--- src/rtl/rf_pkg.sv ---
// Shared constants and encodings for the register-file write-back path.
//   RF_DATA_W   : register / write data width
//   RF_ADDR_W   : register address width
//   RF_NUM_REGS : number of architectural registers
//   RF_CNT_W    : width of each pending-producer counter in the scoreboard
//   req_idx_e   : write-back requester index (ALU = 0, MEM = 1)
package rf_pkg;

    localparam int unsigned RF_DATA_W   = 32;
    localparam int unsigned RF_ADDR_W   = 4;
    localparam int unsigned RF_NUM_REGS = 16;
    localparam int unsigned RF_CNT_W    = 2;

    typedef enum logic {
        REQ_ALU = 1'b0,
        REQ_MEM = 1'b1
    } req_idx_e;

endpackage

--- src/rtl/rf_scoreboard.sv ---
// Per-register pending-write scoreboard.
// Each register owns a saturating-limit counter of reservations that have
// been issued but whose write-back has not yet been captured.
//   i_clk, i_rst        : clock, asynchronous active-high reset
//   i_mark_en/addr      : reserve a destination (accepted when o_mark_ready)
//   o_mark_ready        : counter of i_mark_addr is below its maximum
//   i_clr_en/addr       : write being captured by the register file this edge
//   i_rd_a, i_rd_b      : read-port addresses to check
//   o_hazard_a/b        : read-port address has a pending write
//   o_busy              : one bit per register, set while its counter != 0
module rf_scoreboard #(
    parameter int unsigned ADDR_W   = 4,
    parameter int unsigned NUM_REGS = 16,
    parameter int unsigned CNT_W    = 2
) (
    input  logic                i_clk,
    input  logic                i_rst,
    input  logic                i_mark_en,
    input  logic [ADDR_W-1:0]   i_mark_addr,
    output logic                o_mark_ready,
    input  logic                i_clr_en,
    input  logic [ADDR_W-1:0]   i_clr_addr,
    input  logic [ADDR_W-1:0]   i_rd_a,
    input  logic [ADDR_W-1:0]   i_rd_b,
    output logic                o_hazard_a,
    output logic                o_hazard_b,
    output logic [NUM_REGS-1:0] o_busy
);

    localparam logic [CNT_W-1:0] CNT_MAX = '1;

    logic [CNT_W-1:0]    r_cnt [NUM_REGS];
    logic [NUM_REGS-1:0] w_inc;
    logic [NUM_REGS-1:0] w_dec;
    logic                w_mark_acc;

    assign o_mark_ready = (r_cnt[i_mark_addr] != CNT_MAX);
    assign w_mark_acc   = i_mark_en && o_mark_ready;

    // A capture against an idle counter is legal and simply ignored,
    // so the decrement is masked at zero rather than wrapping.
    always_comb begin
        w_inc  = '0;
        w_dec  = '0;
        o_busy = '0;
        for (int unsigned i = 0; i < NUM_REGS; i++) begin
            w_inc[i]  = w_mark_acc && (i_mark_addr == ADDR_W'(i));
            w_dec[i]  = i_clr_en && (i_clr_addr == ADDR_W'(i)) && (r_cnt[i] != '0);
            o_busy[i] = (r_cnt[i] != '0);
        end
    end

    always_ff @(posedge i_clk or posedge i_rst) begin
        if (i_rst) begin
            for (int unsigned i = 0; i < NUM_REGS; i++) begin
                r_cnt[i] <= '0;
            end
        end else begin
            for (int unsigned i = 0; i < NUM_REGS; i++) begin
                if (w_inc[i] && !w_dec[i]) begin
                    r_cnt[i] <= r_cnt[i] + CNT_W'(1);
                end else if (w_dec[i] && !w_inc[i]) begin
                    r_cnt[i] <= r_cnt[i] - CNT_W'(1);
                end
            end
        end
    end

    assign o_hazard_a = o_busy[i_rd_a];
    assign o_hazard_b = o_busy[i_rd_b];

endmodule

--- src/rtl/rf_writeback_scheduler.sv ---
// Write-back scheduler for the 16x32 register file's single write port.
// Arbitrates round-robin between the ALU (requester 0) and the memory load
// path (requester 1), registers the winner onto the PC/C/Ld write port, and
// tracks outstanding destinations through rf_scoreboard for RAW hazards.
//   Clk, Reset              : clock, asynchronous active-high reset
//   req0_* / req1_*         : valid/addr/data in, ready out (ready = grant)
//   mark_en/addr, mark_ready: destination reservation from issue
//   rd_a, rd_b              : read addresses; hazard_a/hazard_b results
//   busy                    : per-register pending-write flags
//   rf_pc, rf_c, rf_ld      : register file write data, address, load enable
module rf_writeback_scheduler
    import rf_pkg::*;
#(
    parameter int unsigned DATA_W   = RF_DATA_W,
    parameter int unsigned ADDR_W   = RF_ADDR_W,
    parameter int unsigned NUM_REGS = RF_NUM_REGS,
    parameter int unsigned CNT_W    = RF_CNT_W
) (
    input  logic                Clk,
    input  logic                Reset,
    input  logic                req0_valid,
    input  logic [ADDR_W-1:0]   req0_addr,
    input  logic [DATA_W-1:0]   req0_data,
    output logic                req0_ready,
    input  logic                req1_valid,
    input  logic [ADDR_W-1:0]   req1_addr,
    input  logic [DATA_W-1:0]   req1_data,
    output logic                req1_ready,
    input  logic                mark_en,
    input  logic [ADDR_W-1:0]   mark_addr,
    output logic                mark_ready,
    input  logic [ADDR_W-1:0]   rd_a,
    input  logic [ADDR_W-1:0]   rd_b,
    output logic                hazard_a,
    output logic                hazard_b,
    output logic [NUM_REGS-1:0] busy,
    output logic [DATA_W-1:0]   rf_pc,
    output logic [ADDR_W-1:0]   rf_c,
    output logic                rf_ld
);

    req_idx_e          r_ptr;
    req_idx_e          w_ptr_nxt;
    logic              w_gnt0;
    logic              w_gnt1;
    logic [ADDR_W-1:0] w_wr_addr;
    logic [DATA_W-1:0] w_wr_data;

    logic              r_ld;
    logic [ADDR_W-1:0] r_c;
    logic [DATA_W-1:0] r_pc;

    // Round-robin pointer only advances on contended cycles; a lone
    // requester wins without disturbing whose turn is next.
    always_ff @(posedge Clk or posedge Reset) begin
        if (Reset) begin
            r_ptr <= REQ_ALU;
        end else begin
            r_ptr <= w_ptr_nxt;
        end
    end

    always_comb begin
        w_gnt0    = 1'b0;
        w_gnt1    = 1'b0;
        w_ptr_nxt = r_ptr;
        if (req0_valid && req1_valid) begin
            if (r_ptr == REQ_ALU) begin
                w_gnt0    = 1'b1;
                w_ptr_nxt = REQ_MEM;
            end else begin
                w_gnt1    = 1'b1;
                w_ptr_nxt = REQ_ALU;
            end
        end else begin
            w_gnt0 = req0_valid;
            w_gnt1 = req1_valid;
        end
    end

    always_comb begin
        w_wr_addr = req0_addr;
        w_wr_data = req0_data;
        if (w_gnt1) begin
            w_wr_addr = req1_addr;
            w_wr_data = req1_data;
        end
    end

    assign req0_ready = w_gnt0;
    assign req1_ready = w_gnt1;

    // Output stage: one write per cycle, address/data hold when idle.
    always_ff @(posedge Clk or posedge Reset) begin
        if (Reset) begin
            r_ld <= 1'b0;
            r_c  <= '0;
            r_pc <= '0;
        end else begin
            r_ld <= w_gnt0 || w_gnt1;
            if (w_gnt0 || w_gnt1) begin
                r_c  <= w_wr_addr;
                r_pc <= w_wr_data;
            end
        end
    end

    assign rf_ld = r_ld;
    assign rf_c  = r_c;
    assign rf_pc = r_pc;

    // The scoreboard clears on the edge that the register file captures
    // the write, i.e. the edge that ends the rf_ld cycle.
    rf_scoreboard #(
        .ADDR_W   (ADDR_W),
        .NUM_REGS (NUM_REGS),
        .CNT_W    (CNT_W)
    ) u_scoreboard (
        .i_clk        (Clk),
        .i_rst        (Reset),
        .i_mark_en    (mark_en),
        .i_mark_addr  (mark_addr),
        .o_mark_ready (mark_ready),
        .i_clr_en     (r_ld),
        .i_clr_addr   (r_c),
        .i_rd_a       (rd_a),
        .i_rd_b       (rd_b),
        .o_hazard_a   (hazard_a),
        .o_hazard_b   (hazard_b),
        .o_busy       (busy)
    );

endmodule

--- config.mk ---
export PLATFORM = sky130hd
export DESIGN_NAME = rf_writeback_scheduler
export DESIGN_NICKNAME = d
export VERILOG_FILES = /design/src/rtl/rf_pkg.sv /design/src/rtl/rf_scoreboard.sv /design/src/rtl/rf_writeback_scheduler.sv
export SDC_FILE = /design/constraint.sdc
export NUM_CORES = 1
export LEC_CHECK = 0
export BUFFER_PORTS_ARGS = -buffer_cell sky130_fd_sc_hd__buf_4
export CORE_ASPECT_RATIO = 1.75
export CORE_MARGIN = 2
export CORE_UTILIZATION = 25
export CTS_BUF_LIST = sky130_fd_sc_hd__clkbuf_16
export DETAILED_ROUTE_END_ITERATION = 16
export HOLD_SLACK_MARGIN = 0.15
export PLACE_DENSITY = 0.48
export SLEW_MARGIN = 40
export SYNTH_ARGS = -nofsm -noshare
export SYNTH_HDL_FRONTEND = slang
export SYNTH_SLANG_ARGS = --single-unit
--- constraint.sdc ---
create_clock -name Clk -period 2.4 [get_ports Clk]
set_clock_uncertainty 0.1 [all_clocks]
set_input_delay 0.24 -clock Clk [delete_from_list [all_inputs] [get_ports Clk]]
set_output_delay 0.24 -clock Clk [all_outputs]
set_load 0.01 [all_outputs]
==> impl_metrics.env <==
export IMPL_cts_tree="yes"
export IMPL_crit_required_ns=2.06
export IMPL_fin_crit_ns=2.290
export IMPL_finalSetupViolations=0
export IMPL_cts_root_buf="clkbuf_16"
export IMPL_r2r_end="u_scoreboard.r_cnt[21]"
export IMPL_critPathLaunchType="flip-flop"
export IMPL_wl_per_cell_um=17.52
export IMPL_syn_area_per_cell_um2=10.19
export IMPL_worst_ep_arrival_time_ns=1.95
export IMPL_first_iter_violations=230
export IMPL_netlist_area_um2=4076
export IMPL_crit_path_max_fanout=5
export IMPL_yosysSeqAreaShare_pct=42.97
export IMPL_grt_first_pass_wirelength_um=22420
export IMPL_io_buffer_count=146
export IMPL_synth_top_cell_area_share_pct=42.97
export IMPL_crit_chain="or2_4, mux4_2, nand3_1, nand4_1, buf_4"
export IMPL_clkSlewWorstSetupHoldPaths_ns=0.06
export IMPL_dieArea_um2=17380
export IMPL_drive_gt1_share_pct=30.13
export IMPL_synth_edf_count=0
export IMPL_cts_made_buffers=9
export IMPL_synthArstFlopShare_pct=100.0
export IMPL_hold_viol_final=0
export IMPL_ioPinCount=147
export IMPL_relSlewSlack_pct=58.42
export IMPL_holdCritPathClass="in -> reg"
export IMPL_initial_core_util_pct=25.55
export IMPL_clk_latency_ns=0.33
export IMPL_crit_start="u_scoreboard.r_cnt[0]"
export IMPL_yosys_warnings=0
export IMPL_place_hpwl_um=10380
export IMPL_vias=4042
export IMPL_path_class="reg -> out"
export IMPL_grt_ovfl_total=0
export IMPL_irDropWorstVdd_uv=416.4
export IMPL_synth_fp_nets=505
export IMPL_hold_buffers=75
export IMPL_clk_path_buf_depth=2
export IMPL_antenna_found_initial=0
export IMPL_synthCells=400
export IMPL_drt_total_wl_um=14240
export IMPL_status="completed"
export IMPL_grt_pass1_vias=4382
export IMPL_synth_distinct_cells=41
export IMPL_clock_sinks=70
export IMPL_max_cap_violations=0
export IMPL_die_x_um=100.5
export IMPL_synth_seq_cells=70
export IMPL_hp_start="req0_valid"
export IMPL_rr_worst_depth=8
export IMPL_tightest_slew_ns=0.6237
export IMPL_grt_usage_pct=16.43
export IMPL_p_leak_uw=0.003063
export IMPL_power_density_nw_per_um2=901.1
export IMPL_synthTopCellsByCount="dfrtp_1, nor2_1, a21o_1, a22o_1, xor2_1"
export IMPL_endpoint_kind="output pin"
export IMPL_drc=0
export IMPL_synth_main_ff_cell="dfrtp_1"
export IMPL_cts_repair_resized=0
export IMPL_postCtsSetupRepairBufs=0
export IMPL_via_per_inst=4.972
export IMPL_r2r_slack_ns=0.26
export IMPL_ys_top_cells_by_area="dfrtp_1, a22o_1, xor2_1"
export IMPL_grt_max_degree=39
export IMPL_design_power_total_uw=5821
export IMPL_timing_rr_start="u_scoreboard.r_cnt[20]"
export IMPL_rsz0062_at_grt="no"
export IMPL_cpPeakStageDelay_ns=0.48
export IMPL_maxSlewViolCount=0
export IMPL_finalWeightedCongestion=0.8601
export IMPL_rows=61
export IMPL_nets=724
export IMPL_yosysMostFrequentCell="dfrtp_1"
export IMPL_area_growth_synth_to_final_pct=58.47
export IMPL_tns_ns=0
export IMPL_fmax_mhz=436.8
export IMPL_first_pass_iters=4
export IMPL_coreArea_um2=15950
export IMPL_min_period_over_period_pct=95.40
export IMPL_hold_path_end="rf_ld"
export IMPL_die_h_um=172.9
export IMPL_whs_ns=0.3065
export IMPL_cp_slowest_cell="mux4_2"
export IMPL_htreeDepth=3
export IMPL_ant_nets=0
export IMPL_holdPathStages=4
export IMPL_synth_area_leader_cell="dfrtp_1"
export IMPL_insertedDiodeCount=0
[routing by layer]
metal,GRT usage (%),share of wire (%),up-vias
li1,-,-,1881
met1,17.35,36,1990
met2,31.38,56,148
met3,3.638,5.7,23
met4,5.080,2.1,0
met5,0,0,-
[where the power goes]
| part | internal (uW) | switching, uW | leakage [uW] | total, uW |
|---|---|---|---|---|
| registers | 1580 | 523 | 0.000810 | 2100 |
| logic | 1260 | 1030 | 0.00210 | 2280 |
| clock network | 903 | 534 | 0.000150 | 1440 |
| total | 3740 | 2080 | 0.00306 | 5820 |
[critical path: cells and delay by family, from the launching register on]
kind,cells,cell delay (ns)
buf+inv,1,0.17
simple gates,3,0.51
mux,1,0.48
flops,1,0.46
[sequential cells by signal, summed over array words and instances, names as in the netlist]
signal	cells
rf_pc	32
u_scoreboard.r_cnt	32
rf_ld	1
r_ptr	1
rf_c	4
[cell usage in the layout (no fill, tap or decap), types with 6 or more instances in the layout]
| master | count |
|---|---|
| buf_4 | 153 |
| nand4_1 | 10 |
| dlygate4sd3_1 | 75 |
| or2_2 | 6 |
| dfrtp_1 | 70 |
| nand3_1 | 27 |
| ha_1 | 16 |
| a22o_1 | 36 |
| inv_1 | 13 |
| nand2_1 | 12 |
| xnor2_1 | 17 |
| xor2_1 | 32 |
| nor2_1 | 40 |
| nor3_1 | 8 |
| mux4_2 | 6 |
| clkbuf_16 | 9 |
| a21o_1 | 36 |
[how the worst max path moves through the flow]
| stage | to | slack (ns) | cells past startpoint |
|---|---|---|---|
| 5_1_grt | hazard_a | 0.09 | 5 |
| 4_1_cts | hazard_a | 0.13 | 5 |
| 6_report | hazard_a | 0.11 | 5 |
| 3_3_place_gp | u_scoreboard.r_cnt[19] | 0.28 | 9 |
| 2_1_floorplan | r_ptr | 0.29 | 1 |
| 3_5_place_dp | u_scoreboard.r_cnt[21] | 0.21 | 9 |
[area by class of cell]
cell class              instances  area [um^2]
fillers                      1548         9492
well taps                     189        236.5
inverters                      15        57.56
clock inverters                 7        88.84
clock buffers                   9        225.2
multi-input cells             294         2181
flip-flops and latches         70         1752
repair buffers                229         1919
[per-stage QoR]
stage | cells | area, um^2 | setup WS (ns) | util, %
floorplan | 400 | 4076 | 0.2918 | -
global placement | 722 | 5394 | 0.2777 | 33.81
detailed placement | 722 | 5394 | 0.2099 | 33.81
CTS | 813 | 6459 | 0.1268 | 40.49
global route | 813 | 6460 | 0.08730 | 40.50
finish | 813 | 6460 | 0.1104 | 40.50
[cells by family after synthesis]
family / Yosys count / synth area share [%]
and+or+nand+nor: 127 / 15.90
muxes: 7 / 3.560
xor gates and xnor gates: 49 / 10.53
AOI/OAI and AO/OA: 95 / 18.26
adders and majority gates: 16 / 4.911
DFF: 70 / 42.97
buffers and inverters: 36 / 3.867
(Power assumes the default switching activity.)
